**src/rtl/alu_pkg.sv**
```systemverilog
// Shared ALU definitions: opcode width and opcode encoding.
package alu_pkg;

    localparam int unsigned OPCODE_W = 3;

    typedef enum logic [OPCODE_W-1:0] {
        OP_ADD  = 3'd0,
        OP_SUB  = 3'd1,
        OP_AND  = 3'd2,
        OP_OR   = 3'd3,
        OP_XOR  = 3'd4,
        OP_NOR  = 3'd5,
        OP_XNOR = 3'd6,
        OP_SLTU = 3'd7
    } opcode_e;

endpackage : alu_pkg

```
**src/rtl/alu_core.sv**
```systemverilog
// Combinational ALU datapath. Bit WIDTH of the result carries the ADD carry
// or SUB borrow; all other operations are zero-extended.
// Build option: define ALU_SLTU_EN to implement SLTU on opcode 7; otherwise
// opcode 7 returns zero and no comparator is built.
module alu_core
    import alu_pkg::*;
#(
    parameter int unsigned WIDTH = 32
) (
    input  logic [OPCODE_W-1:0] opcode,
    input  logic [WIDTH-1:0]    a,
    input  logic [WIDTH-1:0]    b,
    output logic [WIDTH:0]      res_c
);

    logic [WIDTH:0] a_ext;
    logic [WIDTH:0] b_ext;

    assign a_ext = {1'b0, a};
    assign b_ext = {1'b0, b};

    // Opcode decode; the WIDTH+1-bit subtract leaves the borrow in the top bit.
    always_comb begin
        res_c = '0;
        case (opcode_e'(opcode))
            OP_ADD:  res_c = a_ext + b_ext;
            OP_SUB:  res_c = a_ext - b_ext;
            OP_AND:  res_c = a_ext & b_ext;
            OP_OR:   res_c = a_ext | b_ext;
            OP_XOR:  res_c = a_ext ^ b_ext;
            OP_NOR:  res_c = {1'b0, ~(a | b)};
            OP_XNOR: res_c = {1'b0, ~(a ^ b)};
`ifdef ALU_SLTU_EN
            OP_SLTU: res_c = (WIDTH+1)'(a < b);
`else
            OP_SLTU: res_c = '0;
`endif
            default: res_c = '0;
        endcase
    end

endmodule : alu_core

```
**src/rtl/alu_32bit.sv**
```systemverilog
// Registered ALU: one-cycle latency, new operation every cycle; en=0 clears
// the result. Build option ALU_SLTU_EN (see alu_core) enables SLTU.
module alu_32bit
    import alu_pkg::*;
#(
    parameter int unsigned WIDTH = 32
) (
    input  logic                clk,
    input  logic                rst_n,
    input  logic                en,
    input  logic [OPCODE_W-1:0] opcode,
    input  logic [WIDTH-1:0]    a,
    input  logic [WIDTH-1:0]    b,
    output logic [WIDTH:0]      out
);

    logic [WIDTH:0] res_c;

    alu_core #(
        .WIDTH (WIDTH)
    ) u_core (
        .opcode (opcode),
        .a      (a),
        .b      (b),
        .res_c  (res_c)
    );

    // Output register: async clear, load result when enabled, else clear.
    always_ff @(posedge clk or negedge rst_n) begin
        if (!rst_n) begin
            out <= '0;
        end else if (en) begin
            out <= res_c;
        end else begin
            out <= '0;
        end
    end

endmodule : alu_32bit

```
**config.mk**
```make
export PLATFORM = sky130hd
export DESIGN_NAME = alu_32bit
export DESIGN_NICKNAME = d
export VERILOG_FILES = /design/src/rtl/alu_pkg.sv /design/src/rtl/alu_core.sv /design/src/rtl/alu_32bit.sv
export SDC_FILE = /design/constraint.sdc
export NUM_CORES = 1
export LEC_CHECK = 0
export BUFFER_PORTS_ARGS = -buffer_cell sky130_fd_sc_hd__buf_2
export CAP_MARGIN = 20
export CORE_UTILIZATION = 36
export CTS_BUF_LIST = sky130_fd_sc_hd__clkbuf_4 sky130_fd_sc_hd__clkbuf_8
export CTS_CLUSTER_DIAMETER = 80
export DETAILED_ROUTE_END_ITERATION = 7
export PLACE_DENSITY = 0.61
export SLEW_MARGIN = 20
export SYNTH_ARGS = -nofsm -noshare
export SYNTH_HDL_FRONTEND = slang
export SYNTH_SLANG_ARGS = --single-unit
```
**constraint.sdc**
```tcl
create_clock -name clk -period 1.18 [get_ports clk]
set_clock_uncertainty 0.2 [all_clocks]
set_input_delay 0.118 -clock clk [delete_from_list [all_inputs] [get_ports clk]]
set_output_delay 0.118 -clock clk [all_outputs]
set_load 0.01 [all_outputs]
```
==> metrics, run 1 <==
status complete, but fails checks; failing checks negative setup slack; Die W 127 µm; type of the worst min-delay path input port to flop; clk slew on worst S/H paths 0.09 ns; initial antenna violation count 0; DRT iter0 DRCs 355; Slew HR just over 70%; VDD IR max slightly above 0.4 mV; row count 45; Post-Syn Instances ~770; I/O Buffers 102; Starting Density 36.9%; first-pass GRT wire length 34200 µm; Placer Congestion 0.926; total CTS buffers 5; flip-flop count of the largest register after layout 33; RSZ-0062 raised after global routing true; worst stage delay on the critical path 0.40 ns; HP Start en; Post-Place Cells about 1300; most frequent cells in the layout buf_4, buf_2, ha_1, nand2_1, o21ai_0; average cell area after synthesis 7.36 µm²; DR WL/cell 16.6 µm; Setup Crit Path Kind input port to flop; Worst EP required 1.18 ns; setup TNS -57.12 ns; minimum clock period 3.41 ns; grt ovf 0; commonest non-fill, non-tap cell in the layout buf_4; largest net degree at the start of global routing 45; Area contributors post-synth ha_1, dfrtp_1, o21ai_0; crit path launch type input port; Max Cap Viol 0; drt drc 0; PnR worst setup slack -2.23 ns; Fin. Hold Viols 0; Layout Nets approximately 1300; Slew @ Worst Pin 0.415 ns; Max Slew Vio Count 0; cells along the critical path buf_6 -> or3_4 -> nor3_4 -> nand2_4 -> buf_6 -> or3_4 -> o21ai_2 -> xnor2_1 -> ha_1 -> a21oi_2 -> o21ai_2 -> a41o_1 -> a21oi_2 -> a21oi_4 -> a31oi_1 -> xor2_1 -> a21oi_1; Worst setup EP type flop; Clk Tree Root Cell clkbuf_8; Largest Register out; ys flop type dfrtp_1; Final ANT Viol Nets 0; Worst Setup SP b[4]; Peak Freq 0.294 GHz; drt total wl 21500 µm; final worst-path cycle share 289%; fin cells 1300; GRT Total Usage about 27%; Synth Cell Area roughly 0.0056 mm²; crit-path max FO 4; TritonCTS clock tree yes; antenna cells 0; Crit-path slowest cell or3_4; clk buf depth 2; layout overhead on the synthesized area 62.7%; fraction of registers with async set/reset 100%; vias in the first global route 6769; H-tree depth 2; final number of setup-violating endpoints 34; Synthesized Nets 933; filler instances approximately 1400; library cells used by synthesis 58; chip height 127 µm; # clock sinks 33; Worst Path Arrival about 3.4 ns; Yosys top cell by area ha_1; synth warn 0; post-synth top area share a little over a fifth; via count around 7000; core area 0.0153 mm²; register area share after synthesis ~15%; vias per std cell 5.29; hold depth 4; hold path endpoint out[25]$_DFF_PN0_; Post-Place Setup Slack -2.68 ns; HPWL Detailed around 16000 µm; die area 0.0162 mm²; Synth Register Bits 33; Hold WS around 0.049 ns; number of flops mapped to enable cells by yosys 0; Top Registers out (33); share of layout cells above drive strength 1 43.6%; Lkg Pwr 4.64 nW; P per Cell Area 755 mW/mm²; Ports between 100 and 150; First-pass DRT Iterations 6
worst max-delay path, delay by kind of cell:
family | cells | cell delay, ns
adder cells (fa/ha/maj) | 1 | 0.36
AO/OA/AOI/OAI | 8 | 1.24
XOR/XNOR | 2 | 0.29
buffers and inverters | 2 | 0.22
AND/OR/NAND/NOR | 4 | 1.16
repair_timing:
action	CTS	global route
setup endpoints to repair	36	38
resized for setup	87	46
endpoints found under the hold margin	33	0
pin swaps	67	62
cloned	1	0
buffers inserted	21	10
hold buffers	1	0
cell usage after synthesis, types with 6 or more instances:
cell type / instances
a21boi_0: 6
a21o_1: 14
a21oi_1: 67
a221o_1: 23
a31oi_1: 9
clkbuf_1: 34
dfrtp_1: 33
ha_1: 97
inv_1: 76
nand2_1: 93
nand3_1: 10
nand4_1: 9
nor2_1: 26
nor3_1: 10
o211ai_1: 8
o21a_1: 7
o21ai_0: 98
o21bai_1: 6
o22ai_1: 6
o31ai_1: 8
xnor2_1: 46
xor2_1: 9
kinds of logic after synthesis:
logic type	synth area share [%]
compound gates	32.5
fa+ha+maj	21.9
flops	14.7
buf+inv	7.69
simple gates	13.8
xor+xnor	8.55
mux	0.889
power by group:
| group | internal (mW) | switching, mW |
|---|---|---|
| combinational | 2.30 | 2.31 |
| sequential | 1.25 | 0.0326 |
| clock | 0.488 | 0.542 |
| total | 4.04 | 2.88 |
per-layer routing:
layer  part of all wire [%]  vias to the layer above  global-route usage (%)
li1                       -                     3387                       -
met1                     44                     3227                    34.3
met2                     48                      223                    47.0
met3                    5.2                       42                    3.10
met4                    2.4                        0                    8.33
met5                      0                        -                       0
per-stage QoR:
stage               total power, mW  utilization (%)  cell area [µm²]
finish                         6.92             60.0             9160
global route                   7.38             60.0             9160
floorplan                      3.48                -             5960
CTS                            6.63             58.1             8860
detailed placement             5.18             53.7             8200
global placement               5.15             53.7             8200
worst max-delay path by stage:
stage | to | slack [ns] | cells past startpoint
2_1_floorplan | out[32]$_DFF_PN0_ | -2.17 | 17
3_3_place_gp | out[29]$_DFF_PN0_ | -2.62 | 15
3_5_place_dp | out[29]$_DFF_PN0_ | -2.68 | 15
4_1_cts | out[29]$_DFF_PN0_ | -2.16 | 18
5_1_grt | out[29]$_DFF_PN0_ | -2.39 | 18
6_report | out[26]$_DFF_PN0_ | -2.23 | 17
layout make-up:
type / count / area (µm²) / area share [%]
inverter: 76 / 303 / 3.30
sequential: 33 / 826 / 9.01
multi-input combinational: 617 / 5030 / 54.9
tap: 211 / 264 / 2.88
clock buffer: 7 / 90.1 / 0.983
timing repair buffer: 356 / 2650 / 28.9
Note: power is estimated with default switching activity, not from simulation.
==> run 2: changes to the inputs <==
- CORE_MARGIN: unset -> 8
==> run 2 against run 1 <==
The flow still finishes with violations (negative setup slack). Clock power about the same. Via count is essentially flat. Non-clock buffer count decreased by 1. Cell area is 0.46% lower. Critical path depth grew 1. Sequential power is essentially flat. Flip-flop and latch count unchanged. Clock-buffer cell count is 1 higher. Worst setup slack worse by 0.12 ns. First-iteration DRC count decreased by 2.8%. Critical endpoint is now out[20]$_DFF_PN0_.
==> metrics, run 2 (same netlist as run 1, synthesis figures left out) <==
status complete, but fails checks; failing checks negative setup slack; drt total wl 22000 µm (+2.1%); share of layout cells above drive strength 1 44.0% (+0.37 points); type of the worst min-delay path input port to flop; total chip power 6.96 mW (+0.49%); total CTS buffers 5 (unchanged); Slew @ Worst Pin 0.481 ns (+0.0658 ns); crit-path max FO 4 (unchanged); minimum clock period 3.52 ns (+0.119 ns); drt drc 0 (unchanged); Post-Place Cells 1267 (+0.24%); HPWL Detailed 16500 µm (+3.2%); Worst Path Arrival 3.52 ns (+0.12 ns); Slew HR 68.0% (-4.4 points); GRT Total Usage 21.8% (-5.0 points); chip height 141 µm (+11%); First-pass DRT Iterations 5 (-1); die area 0.0199 mm² (+23%); fin cells 1300 (unchanged); Top Registers out (33); antenna cells 0 (unchanged); largest net degree at the start of global routing 45 (unchanged); Starting Density 36.9% (unchanged); # clock sinks 33 (unchanged); crit path launch type input port; final worst-path cycle share 299% (+10 points); initial antenna violation count 0 (unchanged); Largest Register out; first-pass GRT wire length 34900 µm (+2.0%); flip-flop count of the largest register after layout 33 (unchanged); Die W 141 µm (+11%); Worst setup EP type flop; core area 0.0153 mm² (unchanged); clk slew on worst S/H paths 0.09 ns (about the same); P per Cell Area 763 mW/mm² (+0.96%); Fin. Hold Viols 0 (unchanged); Max Cap Viol 0 (unchanged); H-tree depth 2 (unchanged); vias in the first global route 7018 (+3.7%); Lkg Pwr 4.58 nW (-1.2%); commonest non-fill, non-tap cell in the layout buf_4; Ports 103 (unchanged); Setup Crit Path Kind input port to flop; VDD IR max 0.402 mV (-3.2%); Layout Nets 1256 (-0.080%); DR WL/cell 16.9 µm (+2.1%); DRT iter0 DRCs 345 (-2.8%); Max Slew Vio Count 0 (unchanged); Final ANT Viol Nets 0 (unchanged); grt ovf 0 (unchanged); Peak Freq 0.284 GHz (-3.4%); layout overhead on the synthesized area 61.9%; Worst EP required 1.17 ns (about the same); most frequent cells in the layout buf_4, buf_2, ha_1, nand2_1, o21ai_0; final number of setup-violating endpoints 36 (+5.9%); Hold WS 0.0380 ns (-0.0112 ns); Clk Tree Root Cell clkbuf_8; Placer Congestion 0.947 (+2.2%); I/O Buffers 102 (unchanged); via count 6877 (-0.029%); PnR worst setup slack -2.34 ns (-0.119 ns); row count 45 (unchanged); Final Util 59.8% (-0.28 points); clk buf depth 2 (unchanged); vias per std cell 5.29 (about the same); RSZ-0062 raised after global routing true; TritonCTS clock tree yes
[run 2: critical path: stages]
cell	delay, ns
buf_6	0.09
or3_4	0.41
nor3_4	0.23
nand2_2	0.11
buf_6	0.13
o41ai_4	0.22
xnor2_1	0.11
ha_1	0.33
nand3_2	0.09
or3_1	0.32
a211oi_2	0.30
buf_4	0.19
o21ai_4	0.07
o41ai_4	0.29
buf_4	0.20
buf_6	0.12
xnor2_4	0.12
a21oi_2	0.07
[run 2: area by class of cell]
| cell class | count | area [µm²] |
|---|---|---|
| clock buffers | 8 | 91.3 |
| fillers | 1382 | 6140 |
| inverters | 76 | 300 |
| multi-input cells | 617 | 5050 |
| flip-flops and latches | 33 | 826 |
| well taps | 211 | 264 |
| repair buffers | 355 | 2580 |
[run 2: where the power goes]
part | total, mW | internal (mW) | switching (mW)
Combinational | 4.63 | 2.32 | 2.31
Clock | 1.05 | 0.491 | 0.558
Sequential | 1.28 | 1.25 | 0.0341
[run 2: final timing paths]
| check | startpoint | end | slack (ns) | cells after the start |
|---|---|---|---|---|
| worst max-delay path | b[4] | out[20]$_DFF_PN0_ | -2.34 | 18 |
| worst min-delay path | en | out[1]$_DFF_PN0_ | 0.04 | 3 |
| max in group asynchronous | rst_n | out[16]$_DFF_PN0_ | 0.49 | 3 |
| min in group asynchronous | rst_n | out[28]$_DFF_PN0_ | 0.10 | 3 |
[run 2: timing repair]
action | in CTS | in global routing
setup buffers | 19 | 12
pin swaps | 60 | 31
endpoints found under the setup margin | 39 | 40
endpoints found under the hold margin | 33 | 0
hold buffers | 1 | 0
resized for setup | 83 | 41
[run 2: stage by stage]
step | setup TNS (ns) | area (µm²) | setup slack [ns]
2_1_floorplan | -52.33 | 5960 | -2.17
3_3_place_gp | -67.06 | 8230 | -2.60
3_5_place_dp | -67.41 | 8230 | -2.63
4_1_cts | -53.13 | 8850 | -2.20
5_1_grt | -59.44 | 9120 | -2.43
6_report | -56.63 | 9120 | -2.34
[run 2: per-layer routing]
layer	GRT usage [%]	routed length [µm]
met5	0	0
met4	6.33	350
met2	38.2	10600
met1	26.1	9610
met3	4.79	1390
==> run 3: changes to the inputs <==
- CELL_PAD_IN_SITES_DETAIL_PLACEMENT: unset -> 1
- CELL_PAD_IN_SITES_GLOBAL_PLACEMENT: unset -> 1
- PLACE_DENSITY: 0.61 -> 0.78
==> run 3 against run 2 <==
Power grew 22%. Critical path depth stayed put. Worst setup slack lost 0.46 ns. Via count up 31%. The flow still finishes with violations (negative setup slack). Final cell count grew 1.7%. Utilization up 3.7 points. Largest power group unchanged. Highest routed layer unchanged. Die area did not move. Cell area increased by 6.2%.
==> metrics, run 3 (same netlist as run 1, synthesis figures left out) <==
status complete, but fails checks; failing checks negative setup slack; Post-DP Area 0.00821 mm² (-0.21%); type of the worst min-delay path input port to flop; Die W 141 µm (unchanged); GRT Total Usage 35.4% (+14 points); I/O Buffers 102 (unchanged); most frequent cells in the layout buf_4, ha_1, buf_2, o21ai_0, nand2_1; vias per std cell 6.81 (+29%); # clock sinks 33 (unchanged); Setup Crit Path Kind input port to flop; P per Cell Area 874 mW/mm² (+15%); DRT iter0 DRCs 1147 (+230%); final number of setup-violating endpoints 49 (+36%); Final Util 63.5% (+3.7 points); Slew HR 44.6% (-23 points); row count 45 (unchanged); Layout Nets 1275 (+1.5%); initial antenna violation count 3 (+3); via count 8997 (+31%); Starting Density 36.9% (unchanged); First-pass DRT Iterations 6 (+1); minimum clock period 3.98 ns (+0.457 ns); flip-flop count of the largest register after layout 33 (unchanged); Post-Place Cells 1263 (-0.32%); final worst-path cycle share 337% (+39 points); layout overhead on the synthesized area 71.9%; clk slew on worst S/H paths 0.10 ns (about the same); commonest non-fill, non-tap cell in the layout buf_4; Placer Congestion 0.913 (-3.6%); die area 0.0199 mm² (unchanged); setup TNS -66.62 ns (-9.99 ns); Worst Path Arrival 4.04 ns (+0.52 ns); chip height 141 µm (unchanged); crit path launch type input port; Largest Register out; total CTS buffers 5 (unchanged); Worst EP required 1.24 ns (+0.07 ns); first-pass GRT wire length 54500 µm (+56%); vias in the first global route 9354 (+33%); VDD IR max 0.447 mV (+11%); drt total wl 42400 µm (+93%); TritonCTS clock tree yes; core area 0.0153 mm² (unchanged); Fin. Hold Viols 0 (unchanged); HPWL Detailed 19800 µm (+20%); PnR worst setup slack -2.80 ns (-0.457 ns); Top Registers out (33); total chip power 8.46 mW (+22%); clk buf depth 2 (unchanged); Post-Place Setup Slack -2.79 ns (-0.157 ns); largest net degree at the start of global routing 68 (+51%); drt drc 0 (unchanged); Final ANT Viol Nets 0 (unchanged); final instance area 0.00968 mm² (+6.2%); Peak Freq 0.251 GHz (-11%); fin cells 1322 (+1.7%); RSZ-0062 raised after global routing true; Clk Tree Root Cell clkbuf_8; DR WL/cell 32.1 µm (+90%); Lkg Pwr 4.81 nW (+4.8%); Slew @ Worst Pin 0.822 ns (+0.342 ns); crit-path max FO 5 (+1); share of layout cells above drive strength 1 48.4% (+4.4 points); Ports 103 (unchanged); Hold WS 0.0585 ns (+0.0206 ns); H-tree depth 2 (unchanged); Max Cap Viol 0 (unchanged); Max Slew Vio Count 0 (unchanged); Worst setup EP type flop; grt ovf 0 (unchanged)
[run 3: cell types whose count changed in the layout (fill, tap and decap cells not counted), sizes merged]
cell,change
buf,+17
diode,+3
inv,+1
bufbuf,+2
clkbuf,-1
[run 3: layer usage]
metal  wire (µm)  vias to the layer above  track usage [%]  part of all wire (%)
met5           0                        -                0                     0
met4        4380                        0             26.9                    10
met3        5060                      381             8.95                    12
met2       18600                      938             59.5                    44
met1       14400                     4250             37.6                    34
li1            -                     3428                -                     -
[run 3: report_power, final]
group	internal, mW	switching, mW	total (mW)	leakage (nW)
Sequential	1.25	0.0573	1.31	0.426
Combinational	2.61	3.38	5.99	4.33
Clock	0.531	0.638	1.17	0.0543
Total	4.39	4.07	8.46	4.81
[run 3: final timing paths]
check | from | endpoint | slack (ns) | depth (start not counted)
max | b[3] | out[29]$_DFF_PN0_ | -2.80 | 18
min | en | out[1]$_DFF_PN0_ | 0.06 | 3
max in group asynchronous | rst_n | out[16]$_DFF_PN0_ | 0.49 | 3
min in group asynchronous | rst_n | out[29]$_DFF_PN0_ | 0.07 | 3
[run 3: what timing repair did]
| item | in CTS | in global routing |
|---|---|---|
| cloned | 2 | 0 |
| buffers inserted | 25 | 22 |
| endpoints found under the setup margin | 42 | 55 |
| endpoints found under the hold margin | 33 | 0 |
| hold buffers | 1 | 0 |
| pin swaps | 77 | 39 |
| gates resized for setup | 122 | 71 |
[run 3: area by class of cell]
cell class,count,area [µm²]
antenna,3,7.51
inverter,76,300
tap,211,264
sequential,33,827
clock inverter,1,5.00
multi-input combinational,617,5290
timing repair buffer,374,2900
fill,1796,5570
clock buffer,7,96.3
[run 3: worst max-delay path: stages]
cell and delay [ns]:
buf_2 0.11, or3_4 0.40, nor3_4 0.19, nand2_2 0.13, or2_4 0.28, buf_4 0.16
nor2_4 0.16, buf_6 0.13, a21oi_1 0.23, xnor2_2 0.26, ha_4 0.38, nand2_2 0.14
nor2_2 0.12, nand2_1 0.09, or3_4 0.38, o21ai_2 0.34, xnor2_1 0.18, a21oi_1 0.23
